**src/rtl/miner_wrapper.sv**
```systemverilog
// miner_wrapper: UART echo/shift link, free-running nonce and 8-digit hex display for the miner board
// Ports: clk, reset (async, active-high); rxd/txd 8N1 UART, idle high;
//        display_toggle selects data_word/nonce/byte_count/err_count; an/ca drive the active-low display.
module miner_wrapper #(
  parameter int CLKS_PER_BIT = 868,
  parameter int REFRESH_DIV = 100000
) (
  input  logic       clk,
  input  logic       reset,
  output logic [7:0] ca,
  output logic [7:0] an,
  output logic       txd,
  input  logic       rxd,
  input  logic [3:0] display_toggle
);
  localparam logic [15:0] BIT_LAST = 16'(CLKS_PER_BIT - 1);
  localparam logic [15:0] HALF_LAST = 16'(CLKS_PER_BIT / 2 - 1);
  localparam logic [31:0] REF_LAST = 32'(REFRESH_DIV - 1);
  localparam logic [7:0] GLYPH [16] = '{
    8'hC0, 8'hF9, 8'hA4, 8'hB0, 8'h99, 8'h92, 8'h82, 8'hF8,
    8'h80, 8'h90, 8'h88, 8'h83, 8'hC6, 8'hA1, 8'h86, 8'h8E
  };
  typedef enum logic [2:0] {RX_IDLE, RX_START, RX_DATA, RX_STOP, RX_BREAK} rx_state_t;
  typedef enum logic [1:0] {TX_IDLE, TX_START, TX_DATA, TX_STOP} tx_state_t;
  logic        rx_meta = 1'b1;
  logic        rx_sync = 1'b1;
  rx_state_t   rx_state = RX_IDLE;
  rx_state_t   rx_next;
  logic [15:0] rx_cnt = '0;
  logic [15:0] rx_cnt_n;
  logic [2:0]  rx_bit = '0;
  logic [2:0]  rx_bit_n;
  logic [7:0]  rx_shift = '0;
  logic [7:0]  rx_shift_n;
  logic        byte_valid = 1'b0;
  logic        byte_valid_n;
  logic [7:0]  err_count = '0;
  logic [7:0]  err_count_n;
  tx_state_t   tx_state = TX_IDLE;
  tx_state_t   tx_next;
  logic [15:0] tx_cnt = '0;
  logic [15:0] tx_cnt_n;
  logic [2:0]  tx_bit = '0;
  logic [2:0]  tx_bit_n;
  logic [7:0]  tx_shift = '0;
  logic [7:0]  tx_shift_n;
  logic        tx_start;
  logic        txd_q = 1'b1;
  logic        txd_n;
  logic        hold_valid = 1'b0;
  logic [7:0]  hold_byte = '0;
  logic [31:0] data_word = '0;
  logic [31:0] nonce = '0;
  logic [15:0] byte_count = '0;
  logic [31:0] snapshot = '0;
  logic [31:0] ref_cnt = '0;
  logic [2:0]  dig = '0;
  logic        ref_wrap;
  logic [31:0] disp_sel;
  assign txd = txd_q;
  assign ref_wrap = ref_cnt == REF_LAST;
  assign an = ~(8'h01 << dig);
  assign ca = GLYPH[snapshot[{dig, 2'b00} +: 4]];
  assign disp_sel = display_toggle == 4'd0 ? data_word :
                    display_toggle == 4'd1 ? nonce :
                    display_toggle == 4'd2 ? {16'h0, byte_count} :
                    display_toggle == 4'd3 ? {24'h0, err_count} : 32'h0;
  always_comb begin
    rx_next = rx_state;
    rx_cnt_n = rx_cnt + 16'd1;
    rx_bit_n = rx_bit;
    rx_shift_n = rx_shift;
    byte_valid_n = 1'b0;
    err_count_n = err_count;
    case (rx_state)
      RX_IDLE: begin
        rx_cnt_n = '0;
        if (!rx_sync) rx_next = RX_START;
      end
      RX_START: if (rx_cnt == HALF_LAST) begin
        rx_cnt_n = '0;
        rx_bit_n = '0;
        rx_next = rx_sync ? RX_IDLE : RX_DATA;
      end
      RX_DATA: if (rx_cnt == BIT_LAST) begin
        rx_cnt_n = '0;
        rx_shift_n = {rx_sync, rx_shift[7:1]};
        rx_bit_n = rx_bit + 3'd1;
        if (rx_bit == 3'd7) rx_next = RX_STOP;
      end
      RX_STOP: if (rx_cnt == BIT_LAST) begin
        rx_cnt_n = '0;
        byte_valid_n = rx_sync;
        err_count_n = err_count + {7'd0, !rx_sync && err_count != 8'hFF};
        rx_next = rx_sync ? RX_IDLE : RX_BREAK;
      end
      RX_BREAK: begin
        rx_cnt_n = '0;
        if (rx_sync) rx_next = RX_IDLE;
      end
      default: rx_next = RX_IDLE;
    endcase
  end
  always_comb begin
    tx_next = tx_state;
    tx_cnt_n = tx_cnt + 16'd1;
    tx_bit_n = tx_bit;
    tx_shift_n = tx_shift;
    tx_start = 1'b0;
    case (tx_state)
      TX_IDLE: begin
        tx_cnt_n = '0;
        if (hold_valid) begin
          tx_next = TX_START;
          tx_shift_n = hold_byte;
          tx_start = 1'b1;
        end
      end
      TX_START: if (tx_cnt == BIT_LAST) begin
        tx_cnt_n = '0;
        tx_bit_n = '0;
        tx_next = TX_DATA;
      end
      TX_DATA: if (tx_cnt == BIT_LAST) begin
        tx_cnt_n = '0;
        tx_shift_n = {1'b0, tx_shift[7:1]};
        tx_bit_n = tx_bit + 3'd1;
        if (tx_bit == 3'd7) tx_next = TX_STOP;
      end
      TX_STOP: if (tx_cnt == BIT_LAST) begin
        tx_cnt_n = '0;
        tx_next = TX_IDLE;
      end
      default: tx_next = TX_IDLE;
    endcase
    // txd is registered from the next state so the line never glitches
    txd_n = tx_next == TX_START ? 1'b0 : tx_next == TX_DATA ? tx_shift_n[0] : 1'b1;
  end
  always_ff @(posedge clk or posedge reset)
    if (reset) begin
      rx_state <= RX_IDLE;
      rx_cnt <= '0;
      rx_bit <= '0;
      rx_shift <= '0;
      byte_valid <= 1'b0;
      err_count <= '0;
      tx_state <= TX_IDLE;
      tx_cnt <= '0;
      tx_bit <= '0;
      tx_shift <= '0;
      txd_q <= 1'b1;
    end else begin
      rx_state <= rx_next;
      rx_cnt <= rx_cnt_n;
      rx_bit <= rx_bit_n;
      rx_shift <= rx_shift_n;
      byte_valid <= byte_valid_n;
      err_count <= err_count_n;
      tx_state <= tx_next;
      tx_cnt <= tx_cnt_n;
      tx_bit <= tx_bit_n;
      tx_shift <= tx_shift_n;
      txd_q <= txd_n;
    end
  always_ff @(posedge clk or posedge reset)
    if (reset) begin
      rx_meta <= 1'b1;
      rx_sync <= 1'b1;
      nonce <= '0;
      data_word <= '0;
      byte_count <= '0;
      hold_valid <= 1'b0;
      hold_byte <= '0;
      ref_cnt <= '0;
      dig <= '0;
      snapshot <= '0;
    end else begin
      rx_meta <= rxd;
      rx_sync <= rx_meta;
      nonce <= nonce + 32'd1;
      if (byte_valid) data_word <= {data_word[23:0], rx_shift};
      if (byte_valid) byte_count <= byte_count + 16'd1;
      // a fresh byte wins over the clear caused by a transmit starting the same cycle
      hold_valid <= byte_valid | (hold_valid & ~tx_start);
      if (byte_valid) hold_byte <= rx_shift;
      ref_cnt <= ref_wrap ? '0 : ref_cnt + 32'd1;
      if (ref_wrap) dig <= dig + 3'd1;
      if (ref_wrap && dig == 3'd7) snapshot <= disp_sel;
    end
endmodule

```
**config.mk**
```make
export PLATFORM = sky130hd
export DESIGN_NAME = miner_wrapper
export DESIGN_NICKNAME = d
export VERILOG_FILES = /design/src/rtl/miner_wrapper.sv
export SDC_FILE = /design/constraint.sdc
export NUM_CORES = 1
export LEC_CHECK = 0
export ABC_AREA = 1
export BUFFER_PORTS_ARGS = -buffer_cell sky130_fd_sc_hd__buf_2
export CORE_MARGIN = 5
export CORE_UTILIZATION = 42
export CTS_BUF_LIST = sky130_fd_sc_hd__clkbuf_8 sky130_fd_sc_hd__clkbuf_16
export CTS_CLUSTER_DIAMETER = 40
export DETAILED_ROUTE_END_ITERATION = 10
export SYNTH_ARGS = -nofsm -noshare
export SYNTH_HDL_FRONTEND = slang
export SYNTH_SLANG_ARGS = --single-unit
```
**constraint.sdc**
```tcl
create_clock -name clk -period 8.6 [get_ports clk]
set_input_delay 0.43 -clock clk [delete_from_list [all_inputs] [get_ports clk]]
set_output_delay 0.43 -clock clk [all_outputs]
set_load 0.005 [all_outputs]
```
## Word-level counts from Yosys, hierarchy flattened

Memories as Yosys holds them, arrays and structs flattened.
Cells that the tools add are included.

| word-level totals | value |
|---|---|
| output and inout bits | 17 |
| memory bits (read-only) | 128 |
| input bits | 7 |
| logic and storage cells | 129 |
| register bits | 227 |
| memories | 1 |

| operators by class | value |
|---|---|
| order comparisons | 1 |
| eq/ne operators | 29 |
| reduce and logical (&&, ||, !) cells | 18 |
| bitwise logic cells | 5 |
| mux-type cells | 42 |
| shift operators | 2 |
| $add $sub $neg | 9 |

Memories:

| name | depth | width | read ports | clocked after memory_dff | write ports | RTL line | RTL |
|---|---|---|---|---|---|---|---|
| (name not given) | 16 | 8 | 1 | 0 | 0 | 63 | `assign ca = GLYPH[snapshot[{dig, 2'b00} +: 4]];` |

Operators with widths:

| operator | number |
|---|---|
| two-way mux 32 bit | 3 |
| adder 32 x 1 -> 32 bit (second input constant) | 2 |
| two-way mux 16 bit | 4 |
| adder 16 x 1 -> 16 bit (second input constant) | 3 |
| case mux 16 bit (3 select lines) | 1 |
| two-way mux 8 bit | 5 |
| two-way mux 3 bit | 11 |
| == test 16 x 10 -> 1 bit (second input constant) | 2 |
| == test 32 x 17 -> 1 bit (second input constant) | 1 |
| case mux 16 bit (2 select lines) | 1 |
| indexed part select 32 x 6 -> 4 bit | 1 |
| != test 2 bit (second input constant) | 9 |
| == test 16 x 9 -> 1 bit (second input constant) | 1 |
| case mux 8 bit (2 select lines) | 1 |
| case mux 3 bit (5 select lines) | 1 |
| == test 3 bit (second input constant) | 4 |
| two-way mux 2 bit | 6 |
| case mux 3 bit (2 select lines) | 2 |
| adder 3 x 1 -> 3 bit (second input constant) | 3 |
| AND reduction 3 bit | 3 |
| adder 8 x 1 -> 8 bit | 1 |
| == test 4 x 2 -> 1 bit (second input constant) | 2 |
| != test 8 bit (second input constant) | 1 |
| NOT 8 bit | 1 |
| other kinds (23) | 37 |

## Logic depth before layout (Yosys ltp)

| depth | value |
|---|---|
| word-level depth | 7 |
| mapped depth | 15 |
| mapped depth without buffers | 14 |

## Least setup slack after synthesis

OpenSTA, ideal clock, no wires.

| path | value |
|---|---|
| kind | reg-to-output |
| from | reg dig[0] |
| to | out ca[3] |
| path slack | 6320 ps |
| data arrival time | 1850 ps |
| cell stages (with the launch flop) | 12 |
| data required time | 8170 ps |
| path buffers | 2 |
| cells stage by stage | dfrtp_1 buf_4 buf_6 o21ai_0 o21ai_0 mux2i_1 inv_1 ha_1 nand3_1 nand2_1 nand2_1 nand2_1 |

| on the way | value |
|---|---|
| longest elaborated chain between the ends | 5 |

Ends and longest elaborated chain:

| what | RTL line | RTL |
|---|---|---|
| from (decl) | 57 | `logic [2:0] dig = '0;` |
| from (signal assigned) | 187 | `if (ref_wrap) dig <= dig + 3'd1;` |
| indexed part select 32 x 6 -> 4 bit | 63 |  |
| NOT 4 -> 5 bit (not written as such) | 63 |  |
| memory (16 x 8 bit) | n/a |  |
| two-way mux 8 bit (not written as such) (2 in series) | 63 |  |
| to (decl) | 10 | `output logic [7:0] ca,` |

Every way passes these cells. The select of a mux whose other input is x is not followed.

## Worst setup path in the final report

| path | value |
|---|---|
| from | reg dig[0] |
| to | out ca[6] |

The elaborated chain is that of the path after synthesis.

==> impl_metrics.ini <==
[setup_path]
slowest_delay_ps = 720
slowest_stage = dfrtp_1
reg2reg_slack_ps = 6260
crit_top_cell = nand2_1
setup.worst_path.start = dig[0]
path_max_fanout = 22
worst_setup_path_start_kind = register
setup.worst_path.class = reg -> out
r2r_end = snapshot[15]
rr_worst_depth = 10
crit_required_ps = 8170
cp_cell_sequence = inv_1, nand2_1, nand2_1, nand2_1, o21ai_0, mux2i_1, inv_1, ha_1, nand3_1, nand2_1, nand2_1, nand2_1, buf_2
reg2reg_from = ref_cnt[0]
critical_path_arrival_ps = 3170
endpoint_kind = output port
endpoint = ca[6]

[placed_design]
port_buffers = 22
placed_area_um2 = 12100
post-dp-hpwl_um = 18900
finalWeightedCongestion = 0.887
dp_cells = 1840

[global_route]
antenna_found_initial = 0
grt_pass1_wl_um = 44900
grt_usage = 0.173
grt_pass1_vias = 9001
grt.overflow.total = 0
grt_max_degree = 150

[final_layout]
final_cell_mix = nand2_1, dfrtp_1, inv_1
ff_latch_area_um2 = 5480
fin_cells = 1907
area_delta_synth_final_pct = 14.2
n_antenna_cell = 0
multi_input_area_um2 = 5210
layout_commonest_cell = nand2_1
drive_gt1_frac = 0.0935
fin_area_um2 = 13300
fill_cells = 2785
fin_nets = 1532

[route]
vias = 9379
routed_wl_um = 26400
wl_per_cell_um = 13.8
drt_iter0_drc = 638
drtAntennaViolNets = 0
vias_per_cell = 4.92
drc_errors = 0
drt_pass1_iterations = 7

[floorplan]
row_count = 61
die_h_um = 177
initial_core_util = 0.422
design.die.area_um2 = 31200
die_x_um = 177
core_area_um2 = 27600
ioPinCount = 24

[sta]
hold_viol = 0
fmax_mhz = 278
worst_pin_slew_ps = 1050
whs_ps = 147
min_period_ps = 3600
setup_violations = 0
rsz0062_at_grt = no
fin_crit_sh = 0.419
final.setup_skew_ps = 22.1
max-slew-margin-rel = 0.301
setup-tns-final_ps = 0
finalMaxSlewViolations = 0

[synthesis]
ys_ff_latch = 219
syn_area_per_cell_um2 = 7.96
syn_inst = 1466
ys.warnings.count = 0
ys_seq_area_frac = 0.470
syn_area_um2 = 11700
yosys.cell_types.count = 48
synth_nets = 1497

[min_path]
hold_path_class = in -> async

[power]
comb_power_share = 0.012
intPower_mw = 1.98
seq_power_share = 0.410
swShare = 0.216
clkPwrFrac = 0.578
ir_drop_uv = 150
p_sw_mw = 0.545
power_density_nw_per_um2 = 189
leakagePower_nw = 6.31

[job]
cap_violations = 0

[status]
status = finished clean

[clock_tree]
postCtsSetupRepairBufs = 0
clock_sinks = 219
clk-insertion-delay-late_ps = 510
clockRootBuffer = clkbuf_16
clockBufferDepth = 3
path_clk_slew_ps = 60
cts_hold_buf = 1
cts.htree.levels = 2
ctsResizeCount = 0
cts_buffers = 36
cts_tree = done
==> worst min path at each step <==
| stage | startpoint | end | slack (ps) |
|---|---|---|---|
| 6_report | reset | ref_cnt[4] | 150 |
| 5_1_grt | reset | ref_cnt[28] | 260 |
| 4_1_cts | reset | ref_cnt[2] | 220 |
| 3_5_place_dp | rx_meta | rx_sync | 350 |
| 3_3_place_gp | rx_meta | rx_sync | 350 |
| 2_1_floorplan | rx_meta | rx_sync | 350 |
==> kinds of logic after synthesis <==
| logic type | count (synthesis) | share of synthesized area |
|---|---|---|
| and+or+nand+nor | 752 | 0.280 |
| buffers and inverters | 236 | 0.0838 |
| DFF | 219 | 0.470 |
| AOI/OAI and AO/OA | 146 | 0.0729 |
| xor gates and xnor gates | 80 | 0.0600 |
| adders and majority gates | 24 | 0.0257 |
| muxes | 8 | 0.00761 |
| other | 1 | 0.000321 |
==> layout make-up <==
type	instances	area share
Clock buffer	40	0.0725
Inverter	206	0.0586
Multi-Input combinational cell	1011	0.391
Clock inverter	26	0.0203
Sequential cell	219	0.411
Tap cell	378	0.0355
Timing Repair Buffer	27	0.0113
==> flip-flops by register name (all words and copies together) (netlist names) <==
name	cells
nonce	32
ref_cnt	32
snapshot	32
data_word	25
byte_count	16
rx_cnt	16
tx_cnt	16
err_count	8
rx_shift	8
tx_shift	8
hold_byte	7
dig	3
rx_bit	3
rx_state	3
tx_bit	3
tx_state	2
byte_valid	1
hold_valid	1
rx_meta	1
rx_sync	1
txd	1
==> synth_stat cells (all sizes together) <==
| cell | number | share of area |
|---|---|---|
| nand2 | 395 | 0.13 |
| and2 | 1 | 0.00054 |
| nand3b | 2 | 0.0013 |
| nand4 | 24 | 0.013 |
| a21o | 1 | 0.00064 |
| ha | 24 | 0.026 |
| xnor2 | 3 | 0.0023 |
| dfstp | 3 | 0.0068 |
| clkinv | 1 | 0.00032 |
| conb | 1 | 0.00032 |
| buf | 20 | 0.014 |
| nand3 | 99 | 0.045 |
| o2111ai | 7 | 0.0053 |
| o211ai | 9 | 0.0062 |
| o21ai | 87 | 0.040 |
| nor4 | 7 | 0.0048 |
| or2 | 1 | 0.00054 |
| inv | 205 | 0.066 |
| nor3 | 54 | 0.025 |
| xor2 | 77 | 0.058 |
| a31oi | 5 | 0.0027 |
| and3 | 2 | 0.0011 |
| nor2 | 162 | 0.056 |
| mux2i | 1 | 0.00086 |
| dfrtp | 216 | 0.46 |
| a21oi | 18 | 0.0077 |
| o22ai | 16 | 0.0086 |
| clkbuf | 10 | 0.0032 |
| mux2 | 7 | 0.0068 |
| a211oi | 1 | 0.00064 |
| nor3b | 4 | 0.0026 |
| and3b | 1 | 0.00075 |
| o21bai | 2 | 0.0013 |
==> power groups by stage <==
stage / Sequential [mW] / Clock [mW] / Combinational (mW)
2_1_floorplan: 1.05 / 0 / 0.0205
3_3_place_gp: 1.05 / 0 / 0.0315
6_report: 1.03 / 1.46 / 0.0300
4_1_cts: 1.03 / 1.49 / 0.0319
3_5_place_dp: 1.05 / 0 / 0.0316
5_1_grt: 1.03 / 1.54 / 0.0359
==> worst max-delay path, delay by kind of cell, from the launching register on <==
kind | cells | cell delay [ps]
flops | 1 | 720
buf+inv | 3 | 660
simple gates | 7 | 560
mux | 1 | 410
fa+ha+maj | 1 | 240
compound gates | 1 | 70
==> through the flow <==
| stage | total power [mW] | setup WS, ps | utilization |
|---|---|---|---|
| 2_1_floorplan | 1.07 | 2180 | - |
| 3_3_place_gp | 1.08 | 5620 | 0.437 |
| 3_5_place_dp | 1.08 | 5520 | 0.437 |
| 4_1_cts | 2.56 | 4960 | 0.483 |
| 5_1_grt | 2.61 | 4590 | 0.483 |
| 6_report | 2.52 | 5000 | 0.483 |
==> metal layers <==
metal / track usage / vias up / share of wire
met1: 0.263 / 4408 / 0.51
li1: - / 4753 / -
met2: 0.256 / 175 / 0.42
met3: 0.0305 / 43 / 0.051
met5: 0 / - / 0
met4: 0.0455 / 0 / 0.019
Note: power is estimated with default switching activity, not from simulation.
